## config.mk

```make
export PLATFORM = sky130hd
export DESIGN_NAME = branch_target_buffer
export DESIGN_NICKNAME = d
export VERILOG_FILES = /design/src/rtl/bp_types_pkg.sv /design/src/rtl/btb_stat_counter.sv /design/src/rtl/branch_target_buffer.sv
export SDC_FILE = /design/constraint.sdc
export NUM_CORES = 1
export LEC_CHECK = 0
export ABC_AREA = 1
export BUFFER_PORTS_ARGS = -buffer_cell sky130_fd_sc_hd__buf_2
export CAP_MARGIN = 5
export CORE_ASPECT_RATIO = 1.1
export CORE_MARGIN = 8
export CORE_UTILIZATION = 34
export CTS_CLUSTER_SIZE = 28
export DETAILED_ROUTE_END_ITERATION = 8
export PLACE_DENSITY = 0.53
export REMOVE_ABC_BUFFERS = 1
export SETUP_SLACK_MARGIN = 0.2
export SYNTH_ARGS = -nofsm -noshare
export SYNTH_HDL_FRONTEND = slang
export SYNTH_SLANG_ARGS = --single-unit
export TNS_END_PERCENT = 10
```

## constraint.sdc

```tcl
create_clock -name CLK -period 6.45 [get_ports CLK]
set_input_delay 0 -clock CLK [delete_from_list [all_inputs] [get_ports CLK]]
set_output_delay 0 -clock CLK [all_outputs]
set_load 0.01 [all_outputs]
```

## src/rtl/bp_types_pkg.sv

```systemverilog
// Shared types for the branch target buffer: sweep FSM states, the entry
// layout at the default geometry, and the saturating direction-counter step.
package bp_types_pkg;

  localparam int BTB_ADDR_W   = 30;
  localparam int BTB_ENTRIES  = 16;
  localparam int BTB_CTR_BITS = 2;
  localparam int BTB_IDX_W    = $clog2(BTB_ENTRIES);
  localparam int BTB_TAG_W    = BTB_ADDR_W - BTB_IDX_W;

  typedef enum logic {
    IDLE  = 1'b0,
    CLEAR = 1'b1
  } btb_state_t;

  typedef struct packed {
    logic                    valid;
    logic [BTB_TAG_W-1:0]    tag;
    logic [BTB_ADDR_W-1:0]   target;
    logic [BTB_CTR_BITS-1:0] ctr;
  } btb_entry_t;

  // Saturating up/down step for a counter of 'bits' width (1..8). The counter
  // travels zero-extended in an 8-bit carrier so one function serves any width.
  function automatic logic [7:0] ctr_next(input logic [7:0] ctr,
                                          input logic taken,
                                          input int unsigned bits);
    logic [7:0] top;
    top = 8'((9'd1 << bits) - 9'd1);
    if (taken) return (ctr >= top) ? top : ctr + 8'd1;
    else       return (ctr == 8'd0) ? 8'd0 : ctr - 8'd1;
  endfunction

endpackage

```

## src/rtl/btb_stat_counter.sv

```systemverilog
// Event counter that sticks at all-ones instead of wrapping.
module btb_stat_counter #(
  parameter int W = 32
) (
  input  logic         CLK,
  input  logic         RST,
  input  logic         inc,
  output logic [W-1:0] count
);

  // Count qualified events, holding once every bit is set.
  always_ff @(posedge CLK) begin
    if (RST)                       count <= '0;
    else if (inc && count != '1)   count <= count + W'(1);
  end

endmodule

```

## src/rtl/branch_target_buffer.sv

```systemverilog
// Direct-mapped BTB with per-entry saturating direction counters, a one-entry
// per cycle invalidate sweep and saturating statistics.
// Handshake: lk_* is a combinational query with no latency; upd_en is a
// one-cycle strobe applied at the next edge unless busy; inv_req is a level
// sampled only in IDLE; busy high means the sweep owns the storage.
module branch_target_buffer
  import bp_types_pkg::*;
#(
  parameter int ADDR_W   = 30,
  parameter int ENTRIES  = 16,
  parameter int CTR_BITS = 2,
  parameter int STAT_W   = 32
) (
  input  logic              CLK,
  input  logic              RST,
  input  logic              lk_en,
  input  logic [ADDR_W-1:0] lk_pc,
  output logic              lk_hit,
  output logic [ADDR_W-1:0] lk_target,
  input  logic              upd_en,
  input  logic [ADDR_W-1:0] upd_pc,
  input  logic              upd_taken,
  input  logic [ADDR_W-1:0] upd_target,
  input  logic              upd_mispredict,
  input  logic              inv_req,
  output logic              busy,
  output logic [STAT_W-1:0] stat_lookups,
  output logic [STAT_W-1:0] stat_hits,
  output logic [STAT_W-1:0] stat_mispredicts
);

  localparam int IDX_W = $clog2(ENTRIES);
  localparam int TAG_W = ADDR_W - IDX_W;
  localparam logic [CTR_BITS-1:0] CTR_WEAK = CTR_BITS'(1 << (CTR_BITS - 1));

  btb_state_t       state;
  logic [IDX_W-1:0] idx;

  logic              valid_q [ENTRIES];
  logic [TAG_W-1:0]  tag_q   [ENTRIES];
  logic [ADDR_W-1:0] tgt_q   [ENTRIES];
  logic [CTR_BITS-1:0] ctr_q [ENTRIES];

  logic [IDX_W-1:0] lk_idx, upd_idx;
  logic [TAG_W-1:0] lk_tag, upd_tag;
  logic             upd_go, upd_hit;

  assign lk_idx  = lk_pc[IDX_W-1:0];
  assign lk_tag  = lk_pc[ADDR_W-1:IDX_W];
  assign upd_idx = upd_pc[IDX_W-1:0];
  assign upd_tag = upd_pc[ADDR_W-1:IDX_W];

  assign busy    = (state == CLEAR);
  assign upd_go  = upd_en && !busy;
  assign upd_hit = valid_q[upd_idx] && (tag_q[upd_idx] == upd_tag);

  // Predict taken only for a live, matching entry whose counter leans taken.
  assign lk_hit    = !busy && valid_q[lk_idx] && (tag_q[lk_idx] == lk_tag)
                     && ctr_q[lk_idx][CTR_BITS-1];
  assign lk_target = lk_hit ? tgt_q[lk_idx] : '0;

  // Sweep FSM: reset or an idle inv_req starts a full pass from entry 0.
  always_ff @(posedge CLK) begin
    if (RST) begin
      state <= CLEAR;
      idx   <= '0;
    end else begin
      case (state)
        IDLE: begin
          if (inv_req) begin
            state <= CLEAR;
            idx   <= '0;
          end
        end
        CLEAR: begin
          idx <= idx + IDX_W'(1);
          if (idx == IDX_W'(ENTRIES - 1)) state <= IDLE;
        end
        default: state <= IDLE;
      endcase
    end
  end

  // Valid bits: cleared by the sweep, set by a taken update that allocates.
  always_ff @(posedge CLK) begin
    if (!RST) begin
      if (busy)                                valid_q[idx]     <= 1'b0;
      else if (upd_go && upd_taken && !upd_hit) valid_q[upd_idx] <= 1'b1;
    end
  end

  // Entry payload: train on a hit, allocate weakly-taken on a taken miss.
  always_ff @(posedge CLK) begin
    if (!RST && upd_go) begin
      if (upd_hit) begin
        ctr_q[upd_idx] <= CTR_BITS'(ctr_next(8'(ctr_q[upd_idx]), upd_taken, CTR_BITS));
        if (upd_taken) tgt_q[upd_idx] <= upd_target;
      end else if (upd_taken) begin
        tag_q[upd_idx] <= upd_tag;
        tgt_q[upd_idx] <= upd_target;
        ctr_q[upd_idx] <= CTR_WEAK;
      end
    end
  end

  btb_stat_counter #(.W(STAT_W)) u_stat_lookups (
    .CLK   (CLK),
    .RST   (RST),
    .inc   (lk_en && !busy),
    .count (stat_lookups)
  );

  btb_stat_counter #(.W(STAT_W)) u_stat_hits (
    .CLK   (CLK),
    .RST   (RST),
    .inc   (lk_en && lk_hit),
    .count (stat_hits)
  );

  btb_stat_counter #(.W(STAT_W)) u_stat_mispredicts (
    .CLK   (CLK),
    .RST   (RST),
    .inc   (upd_en && upd_mispredict && !busy),
    .count (stat_mispredicts)
  );

endmodule

```

* After elaboration in Yosys (flattened, before gate mapping) *
Memory sizes are Yosys's and may differ from the RTL's.
Cells that the tools add are included.

cells by class
  bitwise operators = 3
  multiplexer cells = 33
  $add $sub $neg = 6
  equality and inequality tests = 7
  reduce and logical (&&, ||, !) cells = 20
  magnitude comparators = 1

operators by type and width
  cell                     number
  $add A32 B1 Y32 const B  3
  $ne A32 B32 Y1 const B   3
  $mux W30                 2
  $eq A26 B26 Y1           2
  $mux W1                  21
  $logic_and A1 B1 Y1      15
  $mux W2                  6
  $mux W4                  2
  $pmux W4 S2              1
  $add A4 B1 Y4 const B    1
  $eq A4 B4 Y1 const B     1
  $logic_not A1 Y1         3
  $add A2 B1 Y2 const B    1
  $ge A2 B2 Y1 const B     1
  $logic_not A2 Y1         1
  $ne A2 B2 Y1 const B     1
  $or A1 B1 Y1             2
  $pmux W1 S2              1
  $sub A2 B1 Y2 const B    1
  $not A1 Y1               1
  $reduce_or A1 Y1         1

word-level totals
  bits in registers = 101
  output and inout bits = 128
  memories = 4
  RAM bits = 944

memory list
  memory   words  bits a word  rd ports  clocked after memory_dff  wr ports  line                        source
  tgt_q    16     30           1         0                         1         branch_target_buffer.sv:41  logic [ADDR_W-1:0] tgt_q [ENTRIES];
  tag_q    16     26           2         0                         1         branch_target_buffer.sv:40  logic [TAG_W-1:0] tag_q [ENTRIES];
  ctr_q    16     2            2         0                         1         branch_target_buffer.sv:42  logic [CTR_BITS-1:0] ctr_q [ENTRIES];
  valid_q  16     1            2         0                         1         branch_target_buffer.sv:39  logic valid_q [ENTRIES];

* Depth between registers and ports, before layout *
An unclocked memory read counts as a cell.

  depth after elaboration = 11
  mapped depth = 23
  mapped depth without buffers = 20

* Cells and area by module *
A second synthesis with hierarchy kept.

unflattened totals
  cells, all modules = 5076
  area total of the unflattened synthesis = 49160.9 µm²

modules (own cells, without submodules)
  module                                  instances  area each (µm²)  cells each
  branch_target_buffer                    1          43057.5          4114
  btb_stat_counter at u_stat_hits ...     2          2062.0           324
  btb_stat_counter at u_stat_mispredicts  1          1979.4           314

* Worst setup path after synthesis *
No wires, ideal clock.

  path type = input-to-reg
  start = in upd_pc[0]
  end = mem tag_q[2][0] in the netlist's numbering, enable pin
  cell stages on the path = 9
  setup slack = 1.427 ns
  data arrival time = 4.614 ns
  required time = 6.041 ns
  path buffers = 4
  setup time = 0.409 ns
  cells stage by stage = buf_2 -> buf_4 -> nor2_4 -> buf_2 -> buf_1 -> inv_1 -> nor3_1 -> inv_1 -> nor2_1

between the ends
  cells in the longest elaborated chain, start to end = 6
  elaborated cells between the ends (all ways) = 7
  those cells by class = eq/ne: 1; mux: 3; reduce/logical: 1; memory: 2

RTL lines
  item                           line                        source
  start: declaration             branch_target_buffer.sv:21  input logic [ADDR_W-1:0] upd_pc,
  $mem_v2 Z16 W26                --
  $eq A26 B26 Y1                 branch_target_buffer.sv:55  assign upd_hit = valid_q[upd_idx] && (tag_q[upd_idx] == upd_tag);
  $logic_and A1 B1 Y1            branch_target_buffer.sv:55
  $mux W1                        branch_target_buffer.sv:95  if (upd_hit) begin
  $mux W1                        branch_target_buffer.sv:94  if (!RST && upd_go) begin
  $mux W1 (not written as such)  branch_target_buffer.sv:99  tag_q[upd_idx] <= upd_tag;
  end: declaration               branch_target_buffer.sv:40

Parallel ways exist; a longest one is shown, timed or not.

* Final worst setup path *
  start = in lk_pc[0]
  end = out lk_target[29]

between the ends
  cells in the longest elaborated chain, start to end = 5
  elaborated cells between the ends (all ways) = 9
  those cells by class = eq/ne: 1; mux: 1; reduce/logical: 3; memory: 4

RTL lines
  item                                                          line                        source
  start: declaration                                            branch_target_buffer.sv:17  input logic [ADDR_W-1:0] lk_pc,
  $mem_v2 Z16 W26 / $mem_v2 Z16 W1 (equally long branches)      --
  $eq A26 B26 Y1 / $logic_and A1 B1 Y1 (equally long branches)  branch_target_buffer.sv:58  assign lk_hit = !busy && valid_q[lk_idx] && (tag_q[lk_idx] == lk_tag)
  $logic_and A1 B1 Y1                                           branch_target_buffer.sv:58
  $logic_and A1 B1 Y1                                           branch_target_buffer.sv:59  && ctr_q[lk_idx][CTR_BITS-1];
  $mux W30 *                                                    branch_target_buffer.sv:60  assign lk_target = lk_hit ? tgt_q[lk_idx] : '0;
  end: declaration                                              branch_target_buffer.sv:19  output logic [ADDR_W-1:0] lk_target,

Every way passes the cells marked *; elsewhere a longest branch is shown, timed or not.

==> metrics.yaml <==
cells_and_area:
  nets: 5233
  drive_gt1_frac: 0.102
  fillers: 13707
  area_delta_synth_final_pct: 15.7
  final_cell_mix: "1484 x nand2_1, 944 x edfxtp_1, 359 x a21oi_1, 324 x inv_1, 323 x nor2_1"
  final_cells: 7068
  final_common_cell: "nand2_1"
logic_synthesis:
  ys_seq_elements: 1045
  syn_area_mm2: 0.0481
  avgSynthCellArea_um2: 9.71
  synth_simple_gate_area_frac: 0.199
  synthXorXnorAreaFrac: 0.00182
  yosysWarnings: 0
  synthCells: 4950
  synthMuxAreaShare: 0
  synth_top_family_by_area: "simple AND/OR/NAND/NOR gates"
  synth_compound_area_frac: 0.114
  ys_types: 44
  synthAdderAreaFrac: 0.00104
  ys_seq_area_frac: 0.632
min_path:
  holdPathStages: 5
  min-delay-path-class: "primary input to flop"
  min_to: "ctr_q[6][0]"
  worstHoldStart: "upd_taken"
placed_design:
  portBuffers: 224
  place_hpwl_mm: 88.6
  finalWeightedCongestion: 0.856
  place_inst: 6776
critical_path:
  timing.rr.start: "tag_q[0][17]"
  cp_num_buf_inv: 7
  cp_slowest_cell: "buf_4"
  endpoint_kind: "primary output"
  ff2ff_path_depth: 18
  cp_max_fo: 158
  crit_path_max_incr_delay_ns: 0.79
  ff2ff_setup_slack_ns: 2.62
  critPathTopFamily: "buffers and inverters"
  cp_data_arrival_time_ns: 4.57
  r2r_end: "u_stat_hits.count[10]"
  cpMostUsedCell: "buf_4"
  required_ns: 6.45
  start_kind: "primary input"
  critical_path_class: "primary input to primary output"
  crit_chain: "buf_8, inv_8, buf_4, buf_4, buf_4, buf_4, nand2_1, a221oi_1, a311oi_1, nor4_1, buf_2"
clock_network:
  clkLatencyLatePin_ns: 0.76
  clock-sinks: 1045
  cts_setup_buffers: 0
  cts_root_buf: "clkbuf_16"
  cts_made_buffers: 116
  clkTransAtPathRegs_ns: 0.06
  cts_buffer_depth: 3
  htreeDepth: 3
  cts_resized: 0
  cts_tree: "built"
timing:
  worst_pin_slew_ns: 1.31
  drv_slew: 0
  period_share: 0.709
  finalClockSkew_ns: 0.0883
  fmax_mhz: 219
  rsz0062_at_grt: "false"
  final.min_clock_period_ns: 4.57
  hold_viol: 0
  holdWs_ns: 0.0704
  max_slew_margin: 0.128
  setup_viol: 0
die:
  core-area_mm2: 0.140
  ioPinCount: 225
  die_w_um: 374
  die-area_mm2: 0.154
  num_rows: 144
  start_util: 0.343
  chipHeight_um: 410
power_and_ir_drop:
  ir_worst_vdd_mv: 0.252
  total_leakage_power_nw: 20.5
  pwr_density_cell_mw_per_mm2: 271
run:
  maxCapViolations: 0
detailed_routing:
  vias: 37640
  drtIter0Drc: 3534
  vias_per_cell: 5.33
  routed_wl_mm: 158
  ant_nets: 0
  drtPass1Iterations: 6
  wl_per_cell_um: 22.3
  drcViolationCount: 0
global_route:
  antenna_found_initial: 11
  grt_max_degree: 172
  grt_util_all_layers: 0.197
  gr-total-overflow: 0
  grt_pass1_wl_mm: 233
  grt_pass1_vias: 36529
status:
  status: "complete, no violations"
==> power by group <==
| group | leakage (nW) | total (mW) | internal (mW) | switching, mW |
|---|---|---|---|---|
| clock | 1.86 | 6.64 | 3.79 | 2.86 |
| combinational | 9.39 | 1.05 | 0.287 | 0.766 |
| sequential | 9.27 | 7.38 | 7.38 | 0.00279 |
==> what timing repair did <==
action,CTS,global route
endpoints found under the hold margin,959,0
hold buffers,63,0
endpoints found under the setup margin,0,0
==> layer usage <==
layer	global-route usage	routed length, µm	vias to the layer above	part of all wire
met5	0	22	-	0.00014
met4	0.0669	5070	4	0.032
met3	0.0318	10000	300	0.063
met2	0.337	76100	1296	0.48
met1	0.253	66700	18396	0.42
li1	-	-	17644	-
==> synthesized netlist by cell type (all sizes together) <==
master | count | area (µm²)
nor3b | 2 | 15.0
nor2b | 1 | 6.26
nand2 | 1490 | 5610
ha | 4 | 50.1
clkbuf | 161 | 604
a221oi | 101 | 885
a31oi | 1 | 6.26
nor3 | 107 | 536
o21ai | 309 | 1550
and3 | 5 | 31.3
buf | 137 | 662
a21oi | 359 | 1800
dfxtp | 101 | 2020
edfxtp | 944 | 28300
or4 | 1 | 7.51
o211ai | 99 | 743
o21a | 10 | 75.1
nand3 | 269 | 1360
clkinv | 3 | 11.3
o21bai | 9 | 67.6
nand3b | 8 | 60.1
nand4 | 41 | 257
nor4 | 50 | 313
a22oi | 18 | 135
o211a | 2 | 20.0
nor2 | 351 | 1340
a211oi | 3 | 22.5
nor4b | 2 | 17.5
xnor2 | 3 | 26.3
inv | 331 | 1240
a311oi | 20 | 175
xor2 | 7 | 61.3
or2 | 1 | 6.26
==> metrics by stage <==
stage                     setup TNS [ns]  total power, mW   util  setup slack [ns]  area, µm²
after floorplan                   -30.95             8.05      -             -1.14      46800
after global placement                 0             8.53  0.365              1.58      51100
after detailed placement               0             8.53  0.365              1.62      51100
after CTS                              0             15.2  0.396              1.91      55600
after global routing                   0             15.6  0.396              1.55      55600
final                                  0             15.1  0.397              1.88      55600
==> final cells by class <==
cell class	count	area [µm²]	share of cell area
multi-input cells	3273	15400	0.277
clock inverters	78	764	0.0138
diodes	9	22.5	0.000405
flip-flops and latches	1045	30400	0.546
clock buffers	142	3060	0.0550
repair buffers	362	2400	0.0432
well taps	1825	2280	0.0411
inverters	334	1280	0.0230
==> worst register-to-register path, cell delays in order, from the launching register on <==
cell,delay (ns)
edfxtp_1,0.37
inv_1,0.09
nand2_1,0.06
o211ai_1,0.12
nand3_1,0.14
nand3_1,0.17
nand2_1,0.07
nand2_1,0.05
nand2_1,0.12
nor2_1,0.22
nand2_1,0.14
nor2_1,0.31
nand2_2,0.34
nor2_4,0.78
buf_4,0.40
nand3_1,0.12
nand2_1,0.08
nand2_1,0.05
nor2_1,0.10
==> sequential cells by signal, indices dropped and copies added (netlist names) <==
| signal | flops |
|---|---|
| u_stat_lookups.count | 32 |
| u_stat_hits.count | 32 |
| u_stat_mispredicts.count | 32 |
| tgt_q | 480 |
| tag_q | 416 |
| valid_q | 16 |
| idx | 4 |
| ctr_q | 32 |
| busy | 1 |
==> worst max path at each step <==
stage              start                    to  slack [ns]  depth (start not counted)
2_1_floorplan   lk_pc[1]  u_stat_hits.count[0]       -1.14                         14
3_5_place_dp   upd_pc[0]           tag_q[0][2]        1.62                         18
3_3_place_gp   upd_pc[0]          tag_q[7][13]        1.58                         18
6_report        lk_pc[0]         lk_target[29]        1.88                         11
5_1_grt         lk_pc[0]          lk_target[6]        1.55                         11
4_1_cts         lk_pc[0]         lk_target[10]        1.91                         11
==> logic make-up after synthesis <==
logic type | count (synthesis)
flip-flops | 1045
adder cells (fa/ha/maj) | 4
XOR/XNOR | 10
AND/OR/NAND/NOR | 2328
AO/OA/AOI/OAI | 931
buffers and inverters | 632
No activity file was read; power rests on OpenSTA's default activity.
